## config.mk

```make
export PLATFORM = sky130hd
export DESIGN_NAME = mem_lsu
export DESIGN_NICKNAME = d
export VERILOG_FILES = /design/src/rtl/mem_lsu.sv
export SDC_FILE = /design/constraint.sdc
export NUM_CORES = 1
export LEC_CHECK = 0
export BUFFER_PORTS_ARGS = -buffer_cell sky130_fd_sc_hd__clkbuf_2
export CELL_PAD_IN_SITES_DETAIL_PLACEMENT = 1
export CELL_PAD_IN_SITES_GLOBAL_PLACEMENT = 2
export CORE_ASPECT_RATIO = 0.6
export CORE_MARGIN = 3
export CORE_UTILIZATION = 31
export CTS_CLUSTER_DIAMETER = 60
export DETAILED_ROUTE_END_ITERATION = 8
export GPL_TIMING_DRIVEN = 1
export HOLD_SLACK_MARGIN = 0.08
export PLACE_DENSITY_LB_ADDON = 0.1
export SLEW_MARGIN = 20
export SYNTH_ARGS = -nofsm -noshare
export SYNTH_HDL_FRONTEND = slang
export SYNTH_SLANG_ARGS = --single-unit
```

## constraint.sdc

```tcl
create_clock -name clk -period 4.54 [get_ports clk]
set_input_delay 0.908 -clock clk [delete_from_list [all_inputs] [get_ports clk]]
set_output_delay 0.908 -clock clk [all_outputs]
set_load 0.02 [all_outputs]
```

## src/rtl/mem_lsu.sv

```systemverilog
// Load/store unit in front of the Harvard data port: one request at a time, lane steering and load extension.
// Optional LSU_UNALIGNED_TRAP_EN: trap misaligned half/word accesses instead of force-aligning them.
module mem_lsu #(
    parameter int unsigned ADDR_W = 32,
    parameter int unsigned DATA_W = 32
) (
    input  logic              clk,
    input  logic              rst,
    input  logic              req_valid,
    output logic              req_ready,
    input  logic              req_we,
    input  logic [1:0]        req_size,
    input  logic              req_signed,
    input  logic [ADDR_W-1:0] req_addr,
    input  logic [DATA_W-1:0] req_wdata,
    output logic              resp_valid,
    input  logic              resp_ready,
    output logic [DATA_W-1:0] resp_rdata,
    output logic              resp_err,
    output logic [ADDR_W-1:0] dp_address,
    output logic [DATA_W-1:0] writedata,
    output logic [DATA_W/8-1:0] byteenable,
    output logic              read_dp,
    output logic              write_dp,
    input  logic [DATA_W-1:0] dp_readdata,
    input  logic              stall
);

    localparam int unsigned BeW = DATA_W / 8;

    localparam logic [1:0] SizeByte = 2'd0;
    localparam logic [1:0] SizeHalf = 2'd1;
    localparam logic [1:0] SizeWord = 2'd2;

    typedef enum logic [1:0] {
        StIdle,
        StAccess,
        StResp
    } state_e;

    state_e state_q, state_d;

    logic [ADDR_W-1:0] addr_q;
    logic [BeW-1:0]    be_q;
    logic [DATA_W-1:0] wd_q;
    logic              we_q;
    logic [1:0]        size_q;
    logic [1:0]        off_q;
    logic              signed_q;
    logic [DATA_W-1:0] rdata_q, rdata_d;
    logic              accept;

    // Decoded view of the incoming request; reserved size 3 behaves as a word.
    logic [1:0]        size_n;
    logic [1:0]        off_n;
    logic [BeW-1:0]    be_n;
    logic [DATA_W-1:0] wd_n;
    logic [ADDR_W-1:0] addr_n;

    assign size_n = (req_size == 2'd3) ? SizeWord : req_size;
    assign addr_n = {req_addr[ADDR_W-1:2], 2'b00};

    always_comb begin
        off_n = 2'b00;
        be_n  = '1;
        wd_n  = req_wdata;
        case (size_n)
            SizeByte: begin
                off_n = req_addr[1:0];
                be_n  = BeW'(1) << req_addr[1:0];
                wd_n  = {4{req_wdata[7:0]}};
            end
            SizeHalf: begin
                off_n = {req_addr[1], 1'b0};
                be_n  = req_addr[1] ? 4'b1100 : 4'b0011;
                wd_n  = {2{req_wdata[15:0]}};
            end
            default: begin
                off_n = 2'b00;
                be_n  = '1;
                wd_n  = req_wdata;
            end
        endcase
    end

`ifdef LSU_UNALIGNED_TRAP_EN
    logic misaligned;
    logic err_q, err_d;

    assign misaligned = ((size_n == SizeHalf) && req_addr[0]) ||
                        ((size_n == SizeWord) && (req_addr[1:0] != 2'b00));
    assign resp_err   = err_q;
`else
    assign resp_err = 1'b0;
`endif

    // Lane extraction from the raw memory word, using the registered request.
    logic [7:0]        lane_byte;
    logic [15:0]       lane_half;
    logic [DATA_W-1:0] load_val;

    assign lane_byte = dp_readdata[{off_q, 3'b000} +: 8];
    assign lane_half = off_q[1] ? dp_readdata[31:16] : dp_readdata[15:0];

    always_comb begin
        load_val = dp_readdata;
        case (size_q)
            SizeByte: load_val = {{(DATA_W-8){signed_q & lane_byte[7]}}, lane_byte};
            SizeHalf: load_val = {{(DATA_W-16){signed_q & lane_half[15]}}, lane_half};
            default:  load_val = dp_readdata;
        endcase
    end

    always_comb begin
        state_d    = state_q;
        rdata_d    = rdata_q;
        accept     = 1'b0;
        req_ready  = 1'b0;
        resp_valid = 1'b0;
        read_dp    = 1'b0;
        write_dp   = 1'b0;
        dp_address = '0;
        writedata  = '0;
        byteenable = '0;
`ifdef LSU_UNALIGNED_TRAP_EN
        err_d      = err_q;
`endif
        unique case (state_q)
            StIdle: begin
                req_ready = 1'b1;
                accept    = req_valid;
            end
            StAccess: begin
                read_dp    = ~we_q;
                write_dp   = we_q;
                dp_address = addr_q;
                writedata  = wd_q;
                byteenable = be_q;
                if (!stall) begin
                    rdata_d = we_q ? '0 : load_val;
                    state_d = StResp;
                end
            end
            StResp: begin
                resp_valid = 1'b1;
                req_ready  = resp_ready;
                if (resp_ready) begin
                    accept  = req_valid;
                    state_d = StIdle;
                end
            end
            default: state_d = StIdle;
        endcase

        if (accept) begin
            state_d = StAccess;
`ifdef LSU_UNALIGNED_TRAP_EN
            err_d = misaligned;
            // A trapped request never touches memory and answers with zero data.
            if (misaligned) begin
                state_d = StResp;
                rdata_d = '0;
            end
`endif
        end
    end

    always_ff @(posedge clk or negedge rst) begin
        if (!rst) begin
            state_q  <= StIdle;
            addr_q   <= '0;
            be_q     <= '0;
            wd_q     <= '0;
            we_q     <= 1'b0;
            size_q   <= SizeByte;
            off_q    <= 2'b00;
            signed_q <= 1'b0;
            rdata_q  <= '0;
        end else begin
            state_q <= state_d;
            rdata_q <= rdata_d;
            if (accept) begin
                addr_q   <= addr_n;
                be_q     <= be_n;
                wd_q     <= wd_n;
                we_q     <= req_we;
                size_q   <= size_n;
                off_q    <= off_n;
                signed_q <= req_signed;
            end
        end
    end

`ifdef LSU_UNALIGNED_TRAP_EN
    always_ff @(posedge clk or negedge rst) begin
        if (!rst) begin
            err_q <= 1'b0;
        end else begin
            err_q <= err_d;
        end
    end
`endif

    assign resp_rdata = rdata_q;

endmodule

```

==> impl_results.html, run 1 <==
<table>
<tr><th>Metric</th><th>Value</th></tr>
<tr><th colspan="2">Finish</th></tr>
<tr><td>Post-layout nets</td><td>800</td></tr>
<tr><td>Layout cell share with drive strength beyond 1</td><td>0.396</td></tr>
<tr><td>Post-route design area</td><td>roughly 6800 um^2</td></tr>
<tr><td>Growth of design area from synthesis to finish</td><td>28.8%</td></tr>
<tr><td>Diodes inserted</td><td>0</td></tr>
<tr><th colspan="2">Power and ir drop</th></tr>
<tr><td>P per Cell Area</td><td>around 650 nW/um^2</td></tr>
<tr><td>Overall Power</td><td>between 0.004 and 0.005 W</td></tr>
<tr><td>Worst vdd ir</td><td>between 0.0002 and 0.0003 V</td></tr>
<tr><td>Total leakage power</td><td>~3.4 nW</td></tr>
<tr><th colspan="2">Clock tree</th></tr>
<tr><td>TritonCTS clock tree</td><td>built</td></tr>
<tr><td>TritonCTS buffer count</td><td>9</td></tr>
<tr><td>Number of H-tree branching levels</td><td>3</td></tr>
<tr><td>Gates resized, CTS repair</td><td>0</td></tr>
<tr><td>Root cell of the clock tree</td><td>clkbuf_16</td></tr>
<tr><td>Count of clock tree sinks</td><td>between 100 and 150</td></tr>
<tr><td>Post-CTS Repair Setup Buffers</td><td>0</td></tr>
<tr><td>Clock latency on the worst-skew pair</td><td>0.35 ns</td></tr>
<tr><td>Max Buffers Root-to-Sink</td><td>2</td></tr>
<tr><td>Clock slew seen by the registers of the worst setup and hold paths</td><td>0.07 ns</td></tr>
<tr><td>Hold Buf Count CTS</td><td>0</td></tr>
<tr><th colspan="2">Global route</th></tr>
<tr><td>Overall routing resource usage</td><td>0.182</td></tr>
<tr><td>Vias in the first global route</td><td>between 4000 and 5000</td></tr>
<tr><td>Antenna violations before repair</td><td>0</td></tr>
<tr><td>Global-route wire length before repair</td><td>26700 um</td></tr>
<tr><td>Maximum number of pins on one net before global-route repair</td><td>a little over 70</td></tr>
<tr><td>Residual overflow from global routing</td><td>0</td></tr>
<tr><th colspan="2">Run</th></tr>
<tr><td>Max-cap violations</td><td>0</td></tr>
<tr><th colspan="2">Floorplan</th></tr>
<tr><td>Number of I/O pins</td><td>210</td></tr>
<tr><td>Area of the core</td><td>between 15000 and 20000 um^2</td></tr>
<tr><td>Die boundary height</td><td>~110 um</td></tr>
<tr><td>Chip Width</td><td>around 170 um</td></tr>
<tr><td>Standard-cell row count</td><td>36</td></tr>
<tr><td>Die footprint</td><td>about 19000 um^2</td></tr>
<tr><td>Initial cell density of the core</td><td>0.321</td></tr>
<tr><th colspan="2">Hold path</th></tr>
<tr><td>Startpoint of the most critical hold path</td><td>wd_q[25]</td></tr>
<tr><td>Hold Path Stages</td><td>2</td></tr>
<tr><td>Hold-critical path endpoint</td><td>wd_q[25]</td></tr>
<tr><td>Class of the tightest hold or removal check</td><td>reg2reg</td></tr>
<tr><th colspan="2">STA</th></tr>
<tr><td>Post-layout worst setup margin</td><td>1.64 ns</td></tr>
<tr><td>Tmin final</td><td>2.90 ns</td></tr>
<tr><td>Hold slack final</td><td>about 0.48 ns</td></tr>
<tr><td>Final Hold Fails</td><td>0</td></tr>
<tr><td>RSZ-0062 raised after global routing</td><td>no</td></tr>
<tr><td>Max-slew violation count</td><td>0</td></tr>
<tr><td>Slew at the pin closest to its max-slew limit</td><td>0.790 ns</td></tr>
<tr><td>Highest clock rate</td><td>between 0.3 and 0.4 GHz</td></tr>
<tr><td>Max-slew headroom at the worst pin</td><td>0.473</td></tr>
<tr><td>Final sum of negative setup slack</td><td>0 ns</td></tr>
<tr><td>Final setup violation count</td><td>0</td></tr>
<tr><td>Post-Route Skew</td><td>between 0.01 and 0.015 ns</td></tr>
<tr><td>Final period utilization</td><td>0.638</td></tr>
<tr><th colspan="2">Yosys</th></tr>
<tr><td>Most area-hungry cell type in the Yosys netlist</td><td>dfrtp_1</td></tr>
<tr><td>Cell with the most instances after synthesis</td><td>dfrtp_1</td></tr>
<tr><td>Post-synthesis average cell area</td><td>just over 10 um^2</td></tr>
<tr><td>Post-synth EDFFs</td><td>0</td></tr>
<tr><td>Synth async-reset ratio</td><td>1.00</td></tr>
<tr><td>Area share of the leading cell type in the synthesized netlist</td><td>0.503</td></tr>
<tr><td>Yosys warning total</td><td>0</td></tr>
<tr><td>#FFs+latches synth</td><td>between 100 and 150</td></tr>
<tr><td>Most common flop cell mapped by yosys</td><td>dfrtp_1</td></tr>
<tr><td>Ranking of synthesized cells by area</td><td>dfrtp_1 50%, mux2_2 9.0%, and2_1 8.1%, mux2i_1 6.1%, nand2_1 4.5%</td></tr>
<tr><td>Post-synthesis cell type count</td><td>35</td></tr>
<tr><td>Sequential share of the synthesized area</td><td>0.503</td></tr>
<tr><td>Number of instances in the synthesized netlist</td><td>508</td></tr>
<tr><td>Summed instance area of the synthesized netlist</td><td>5280 um^2</td></tr>
<tr><td>Top cells by instance count after synthesis</td><td>106 x dfrtp_1, 68 x and2_1, 63 x nand2_1</td></tr>
<tr><th colspan="2">Drt</th></tr>
<tr><td>Initial detailed-routing violation count</td><td>226</td></tr>
<tr><td>DRT Wirelength</td><td>16700 um</td></tr>
<tr><td>Initial DRT Pass Iterations</td><td>4</td></tr>
<tr><td>DRC violation count after routing</td><td>0</td></tr>
<tr><td>Routed via count</td><td>4417</td></tr>
<tr><td>Routed wire length per instance</td><td>18.0 um</td></tr>
<tr><td>Vias per inst</td><td>around 4.8</td></tr>
<tr><td>Remaining antenna violation count</td><td>0</td></tr>
<tr><th colspan="2">Worst setup path</th></tr>
<tr><td>Nature of the critical path endpoint</td><td>primary output</td></tr>
<tr><td>Critical R2R Launch</td><td>off_q[1]</td></tr>
<tr><td>Worst-case reg-to-reg path depth</td><td>4</td></tr>
<tr><td>Launch point of the worst path</td><td>state_q[1]</td></tr>
<tr><td>Worst flop-to-flop path endpoint</td><td>resp_rdata[26]</td></tr>
<tr><td>CP Max Fanout</td><td>42</td></tr>
<tr><td>Kind of critical path</td><td>reg2out</td></tr>
<tr><td>Type of element launching the critical path</td><td>register</td></tr>
<tr><td>Arrival time worst endpoint</td><td>between 1.5 and 2 ns</td></tr>
<tr><td>Critical Path RT</td><td>3.63 ns</td></tr>
<tr><td>Setup slack of the worst register-to-register path</td><td>2.21 ns</td></tr>
<tr><th colspan="2">Run status</th></tr>
<tr><td>Status</td><td>complete, no violations</td></tr>
<tr><th colspan="2">Placed design</th></tr>
<tr><td>Worst Setup Slack post-DPL</td><td>1.83 ns</td></tr>
<tr><td>Routability cong.</td><td>0.774</td></tr>
<tr><td>I/O Buffers</td><td>approximately 200</td></tr>
<tr><td>Dpl cell area</td><td>about 6500 um^2</td></tr>
<tr><td>Half-perimeter wire length after detailed placement</td><td>roughly 13000 um</td></tr>
</table>
## cell usage in the layout (no fill, tap or decap), types with 2 or more instances in the layout
master / count
nor2b_1: 2
or3_1: 7
conb_1: 3
inv_1: 4
nor2_1: 19
mux2_2: 42
nor3_1: 3
a22oi_1: 16
o31ai_1: 3
a21oi_1: 19
o2bb2ai_1: 8
clkbuf_2: 205
o21ai_0: 44
o21ai_1: 7
clkbuf_16: 9
buf_4: 7
mux2i_1: 32
dfrtp_1: 106
and2_1: 68
nand2_1: 63
nand2b_1: 5
inv_6: 3
a2111oi_0: 8
## final cells by class
type	count	area [um^2]
tap	228	285
multi-input combinational	360	2440
clock inverter	6	70.1
sequential	106	2650
clock buffer	10	229
timing repair buffer	213	1110
inverter	5	18.8
fill	1883	9640
## report_power, final
part | switching (W) | internal, W
sequential | 0.000301 | 0.00137
combinational | 0.00115 | 0.000763
clock | 0.000378 | 0.000435
total | 0.00183 | 0.00257
## worst max-delay path by stage
stage / endpoint / slack, ns / cells after the start
4_1_cts: byteenable[1] / 1.55 / 4
2_1_floorplan: dp_address[10] / 2.26 / 4
3_3_place_gp: byteenable[1] / 1.71 / 3
6_report: byteenable[1] / 1.64 / 4
5_1_grt: byteenable[1] / 1.43 / 4
3_5_place_dp: be_q[0] / 1.83 / 5
## cells by family (layout without fill, tap and decap cells)
| family | count (synthesis) | in the layout | synth area share |
|---|---|---|---|
| simple gates | 172 | 172 | 0.169 |
| compound gates | 111 | 111 | 0.137 |
| flops | 106 | 106 | 0.503 |
| mux | 74 | 74 | 0.150 |
| buf+inv | 44 | 234 | 0.0401 |
| other cells | 1 | 3 | 0.000711 |
## sequential cells by signal (all words and copies together), names as in the netlist
name        flops
resp_rdata     32
wd_q           32
addr_q         30
be_q            4
off_q           2
size_q          2
state_q         2
signed_q        1
we_q            1
## critical path, stage by stage, from the launching register on
cell and delay [ns]:
dfrtp_1 0.46, nor2b_4 0.54, buf_16 0.25, and2_1 0.19
clkbuf_2 0.19
## per-layer routing
metal | up-vias | global-route usage | routed length [um]
met5 | - | 0 | 0
met4 | 0 | 0.0338 | 106
met3 | 10 | 0.0761 | 1620
met2 | 150 | 0.263 | 6900
met1 | 2121 | 0.255 | 8070
li1 | 2136 | - | -
## through the flow
stage	cells	util
floorplan	510	-
global placement	911	0.394
detailed placement	912	0.395
CTS	928	0.413
global route	928	0.413
finish	928	0.413
No activity file was read; power rests on OpenSTA's default activity.
==> run 2: changes to the inputs <==
--- a/config.mk
+++ b/config.mk
@@ -10,7 +10,7 @@
 export CELL_PAD_IN_SITES_GLOBAL_PLACEMENT = 2
 export CORE_ASPECT_RATIO = 0.6
 export CORE_MARGIN = 3
-export CORE_UTILIZATION = 31
+export CORE_UTILIZATION = 29
 export CTS_CLUSTER_DIAMETER = 60
 export DETAILED_ROUTE_END_ITERATION = 8
 export GPL_TIMING_DRIVEN = 1
==> constraint.sdc (replaced) <==
create_clock -name clk -period 2.74 [get_ports clk]
set_input_delay 0.548 -clock clk [delete_from_list [all_inputs] [get_ports clk]]
set_output_delay 0.548 -clock clk [all_outputs]
set_load 0.02 [all_outputs]
==> run 2 against run 1 <==
- core utilization shrank 2.0 points
- clock skew shrank 0.0047 ns
- final area grew 1.2%
- critical path depth is the same
- critical endpoint is now resp_rdata[27]
==> impl_results.html, run 2 (synthesis results as in run 1) <==
<table>
<tr><th>Metric</th><th>Value</th></tr>
<tr><th colspan="2">Worst setup path</th></tr>
<tr><td>Nature of the critical path endpoint</td><td>register</td></tr>
<tr><td>Worst flop-to-flop path endpoint</td><td>resp_rdata[27]</td></tr>
<tr><td>Type of element launching the critical path</td><td>register</td></tr>
<tr><td>Worst-case reg-to-reg path depth</td><td>4 (unchanged)</td></tr>
<tr><td>Kind of critical path</td><td>reg2reg</td></tr>
<tr><td>Critical R2R Launch</td><td>off_q[1]</td></tr>
<tr><td>Arrival time worst endpoint</td><td>2.65 ns (+0.66 ns)</td></tr>
<tr><td>Setup slack of the worst register-to-register path</td><td>0.37 ns (-1.84 ns)</td></tr>
<tr><td>CP Max Fanout</td><td>16 (-62%)</td></tr>
<tr><td>Critical Path RT</td><td>3.02 ns (-0.61 ns)</td></tr>
<tr><th colspan="2">Finish</th></tr>
<tr><td>Footprint of the flip-flops and latches</td><td>2650 um^2 (unchanged)</td></tr>
<tr><td>Post-route design area</td><td>6880 um^2 (+1.2%)</td></tr>
<tr><td>Diodes inserted</td><td>0 (unchanged)</td></tr>
<tr><td>Post-layout nets</td><td>804 (+0.50%)</td></tr>
<tr><td>Fillers</td><td>2020 (+7.3%)</td></tr>
<tr><td>Multi-input logic area</td><td>2440 um^2 (unchanged)</td></tr>
<tr><td>Growth of design area from synthesis to finish</td><td>30.4%</td></tr>
<tr><td>Layout cell share with drive strength beyond 1</td><td>0.401 (+0.00485)</td></tr>
<tr><td>Highest-count cells in the layout ignoring fill and taps</td><td>205 x clkbuf_2, 106 x dfrtp_1, 68 x and2_1</td></tr>
<tr><td>Leading cell type in the layout, fill and taps excluded</td><td>clkbuf_2</td></tr>
<tr><th colspan="2">Placed design</th></tr>
<tr><td>Routability cong.</td><td>0.806 (+4.1%)</td></tr>
<tr><td>Worst Setup Slack post-DPL</td><td>0.410 ns (-1.42 ns)</td></tr>
<tr><td>I/O Buffers</td><td>206 (unchanged)</td></tr>
<tr><td>Dpl cell area</td><td>6570 um^2 (+1.0%)</td></tr>
<tr><td>Half-perimeter wire length after detailed placement</td><td>13000 um (+3.0%)</td></tr>
<tr><th colspan="2">STA</th></tr>
<tr><td>Slew at the pin closest to its max-slew limit</td><td>0.782 ns (-0.00799 ns)</td></tr>
<tr><td>Max-slew violation count</td><td>0 (unchanged)</td></tr>
<tr><td>Post-layout worst setup margin</td><td>0.371 ns (-1.27 ns)</td></tr>
<tr><td>Hold slack final</td><td>0.175 ns (-0.303 ns)</td></tr>
<tr><td>Post-Route Skew</td><td>0.00690 ns (-0.00473 ns)</td></tr>
<tr><td>Final Hold Fails</td><td>0 (unchanged)</td></tr>
<tr><td>Final setup violation count</td><td>0 (unchanged)</td></tr>
<tr><td>RSZ-0062 raised after global routing</td><td>no</td></tr>
<tr><td>Tmin final</td><td>approximately 2.4 ns</td></tr>
<tr><td>Max-slew headroom at the worst pin</td><td>0.478 (+0.00533)</td></tr>
<tr><td>Highest clock rate</td><td>0.422 GHz</td></tr>
<tr><td>Final period utilization</td><td>0.865</td></tr>
<tr><td>Final sum of negative setup slack</td><td>0 ns (unchanged)</td></tr>
<tr><th colspan="2">Floorplan</th></tr>
<tr><td>Die boundary height</td><td>110 um (+3.2%)</td></tr>
<tr><td>Number of I/O pins</td><td>210 (unchanged)</td></tr>
<tr><td>Area of the core</td><td>17500 um^2 (+6.4%)</td></tr>
<tr><td>Chip Width</td><td>180 um (+3.3%)</td></tr>
<tr><td>Die footprint</td><td>19900 um^2 (+6.6%)</td></tr>
<tr><td>Initial cell density of the core</td><td>0.302 (-0.0194)</td></tr>
<tr><td>Standard-cell row count</td><td>37 (+2.8%)</td></tr>
<tr><th colspan="2">Power and ir drop</th></tr>
<tr><td>Combinational Power Share</td><td>0.441 (+0.006)</td></tr>
<tr><td>Overall Power</td><td>0.00739 W (+68%)</td></tr>
<tr><td>Sequential Power Share</td><td>0.370 (-0.010)</td></tr>
<tr><td>Total leakage power</td><td>3.41 nW (+1.1%)</td></tr>
<tr><td>Internal</td><td>0.00432 W (+68%)</td></tr>
<tr><td>Clock power frac</td><td>0.189 (+0.004)</td></tr>
<tr><td>Switching pwr</td><td>0.00308 W (+68%)</td></tr>
<tr><td>Switch share</td><td>0.416 (about the same)</td></tr>
<tr><td>P per Cell Area</td><td>1070 nW/um^2 (+66%)</td></tr>
<tr><td>Worst vdd ir</td><td>0.000361 V (+39%)</td></tr>
<tr><th colspan="2">Clock tree</th></tr>
<tr><td>TritonCTS buffer count</td><td>9 (unchanged)</td></tr>
<tr><td>TritonCTS clock tree</td><td>built</td></tr>
<tr><td>Gates resized, CTS repair</td><td>0 (unchanged)</td></tr>
<tr><td>Max Buffers Root-to-Sink</td><td>2 (unchanged)</td></tr>
<tr><td>Clock slew seen by the registers of the worst setup and hold paths</td><td>0.08 ns (about the same)</td></tr>
<tr><td>Count of clock tree sinks</td><td>106 (unchanged)</td></tr>
<tr><td>Number of H-tree branching levels</td><td>3 (unchanged)</td></tr>
<tr><td>Hold Buf Count CTS</td><td>0 (unchanged)</td></tr>
<tr><td>Root cell of the clock tree</td><td>clkbuf_16</td></tr>
<tr><td>Clock latency on the worst-skew pair</td><td>0.35 ns (about the same)</td></tr>
<tr><td>Post-CTS Repair Setup Buffers</td><td>0 (unchanged)</td></tr>
<tr><th colspan="2">Drt</th></tr>
<tr><td>Routed wire length per instance</td><td>19.0 um (+5.5%)</td></tr>
<tr><td>Initial detailed-routing violation count</td><td>245 (+8.4%)</td></tr>
<tr><td>DRT Wirelength</td><td>17800 um (+6.6%)</td></tr>
<tr><td>DRC violation count after routing</td><td>0 (unchanged)</td></tr>
<tr><td>Vias per inst</td><td>4.77 (+0.12%)</td></tr>
<tr><td>Remaining antenna violation count</td><td>0 (unchanged)</td></tr>
<tr><td>Initial DRT Pass Iterations</td><td>4 (unchanged)</td></tr>
<tr><td>Routed via count</td><td>4470 (+1.2%)</td></tr>
<tr><th colspan="2">Global route</th></tr>
<tr><td>Maximum number of pins on one net before global-route repair</td><td>79 (+9.7%)</td></tr>
<tr><td>Residual overflow from global routing</td><td>0 (unchanged)</td></tr>
<tr><td>Overall routing resource usage</td><td>0.181 (-0.00130)</td></tr>
<tr><td>Global-route wire length before repair</td><td>28700 um (+7.5%)</td></tr>
<tr><td>Antenna violations before repair</td><td>0 (unchanged)</td></tr>
<tr><td>Vias in the first global route</td><td>5004 (+5.0%)</td></tr>
<tr><th colspan="2">Run</th></tr>
<tr><td>Max-cap violations</td><td>0 (unchanged)</td></tr>
<tr><th colspan="2">Run status</th></tr>
<tr><td>Status</td><td>complete, no violations</td></tr>
<tr><th colspan="2">Hold path</th></tr>
<tr><td>Class of the tightest hold or removal check</td><td>in2async</td></tr>
</table>
-- run 2: changes by cell type in the layout (fill, tap and decap cells not counted), sizes merged --
cell | previous run | this run
buf | 8 | 12
clkbuf | 215 | 216
clkinv | 3 | 4
inv | 7 | 5
-- run 2: power groups by stage --
stage	combinational, W	sequential, W	clock [W]
2_1_floorplan	0.00201	0.00280	0
3_3_place_gp	0.00323	0.00272	0
3_5_place_dp	0.00330	0.00277	0
4_1_cts	0.00331	0.00274	0.00146
5_1_grt	0.00360	0.00285	0.00152
6_report	0.00326	0.00273	0.00140
-- run 2: worst max-delay path by stage --
stage	startpoint	end	slack [ns]	depth (start not counted)
2_1_floorplan	state_q[1]	dp_address[10]	0.82	4
3_3_place_gp	off_q[1]	resp_rdata[16]	0.57	4
3_5_place_dp	off_q[1]	resp_rdata[27]	0.41	4
4_1_cts	off_q[1]	resp_rdata[27]	0.38	4
5_1_grt	off_q[1]	resp_rdata[27]	0.20	4
6_report	off_q[1]	resp_rdata[27]	0.37	4
-- run 2: final cells by class --
type                            count  share of cell area
Inverter                            5             0.00273
Timing Repair Buffer              217               0.169
Clock inverter                      5             0.00891
Multi-Input combinational cell    360               0.354
Tap cell                          234              0.0426
Sequential cell                   106               0.386
Clock buffer                       11              0.0367
-- run 2: worst max-delay path, cell delays in order (launching register included) --
cell       delay, ns
dfrtp_1         0.72
nand2_1         0.22
a2111oi_4       0.78
o2111ai_4       0.40
nand2_1         0.17
-- run 2: through the flow --
step                      utilization  instances
after CTS                       0.393        938
after global routing            0.393        938
after global placement          0.375        922
after floorplan                     -        510
after detailed placement        0.375        922
final                           0.393        938
-- run 2: layer usage --
metal / up-vias / global-route usage / routed length (um)
met1: 2179 / 0.262 / 8910
li1: 2122 / - / -
met3: 14 / 0.0698 / 1600
met2: 155 / 0.257 / 7160
met4: 0 / 0.0332 / 140
met5: - / 0 / 0
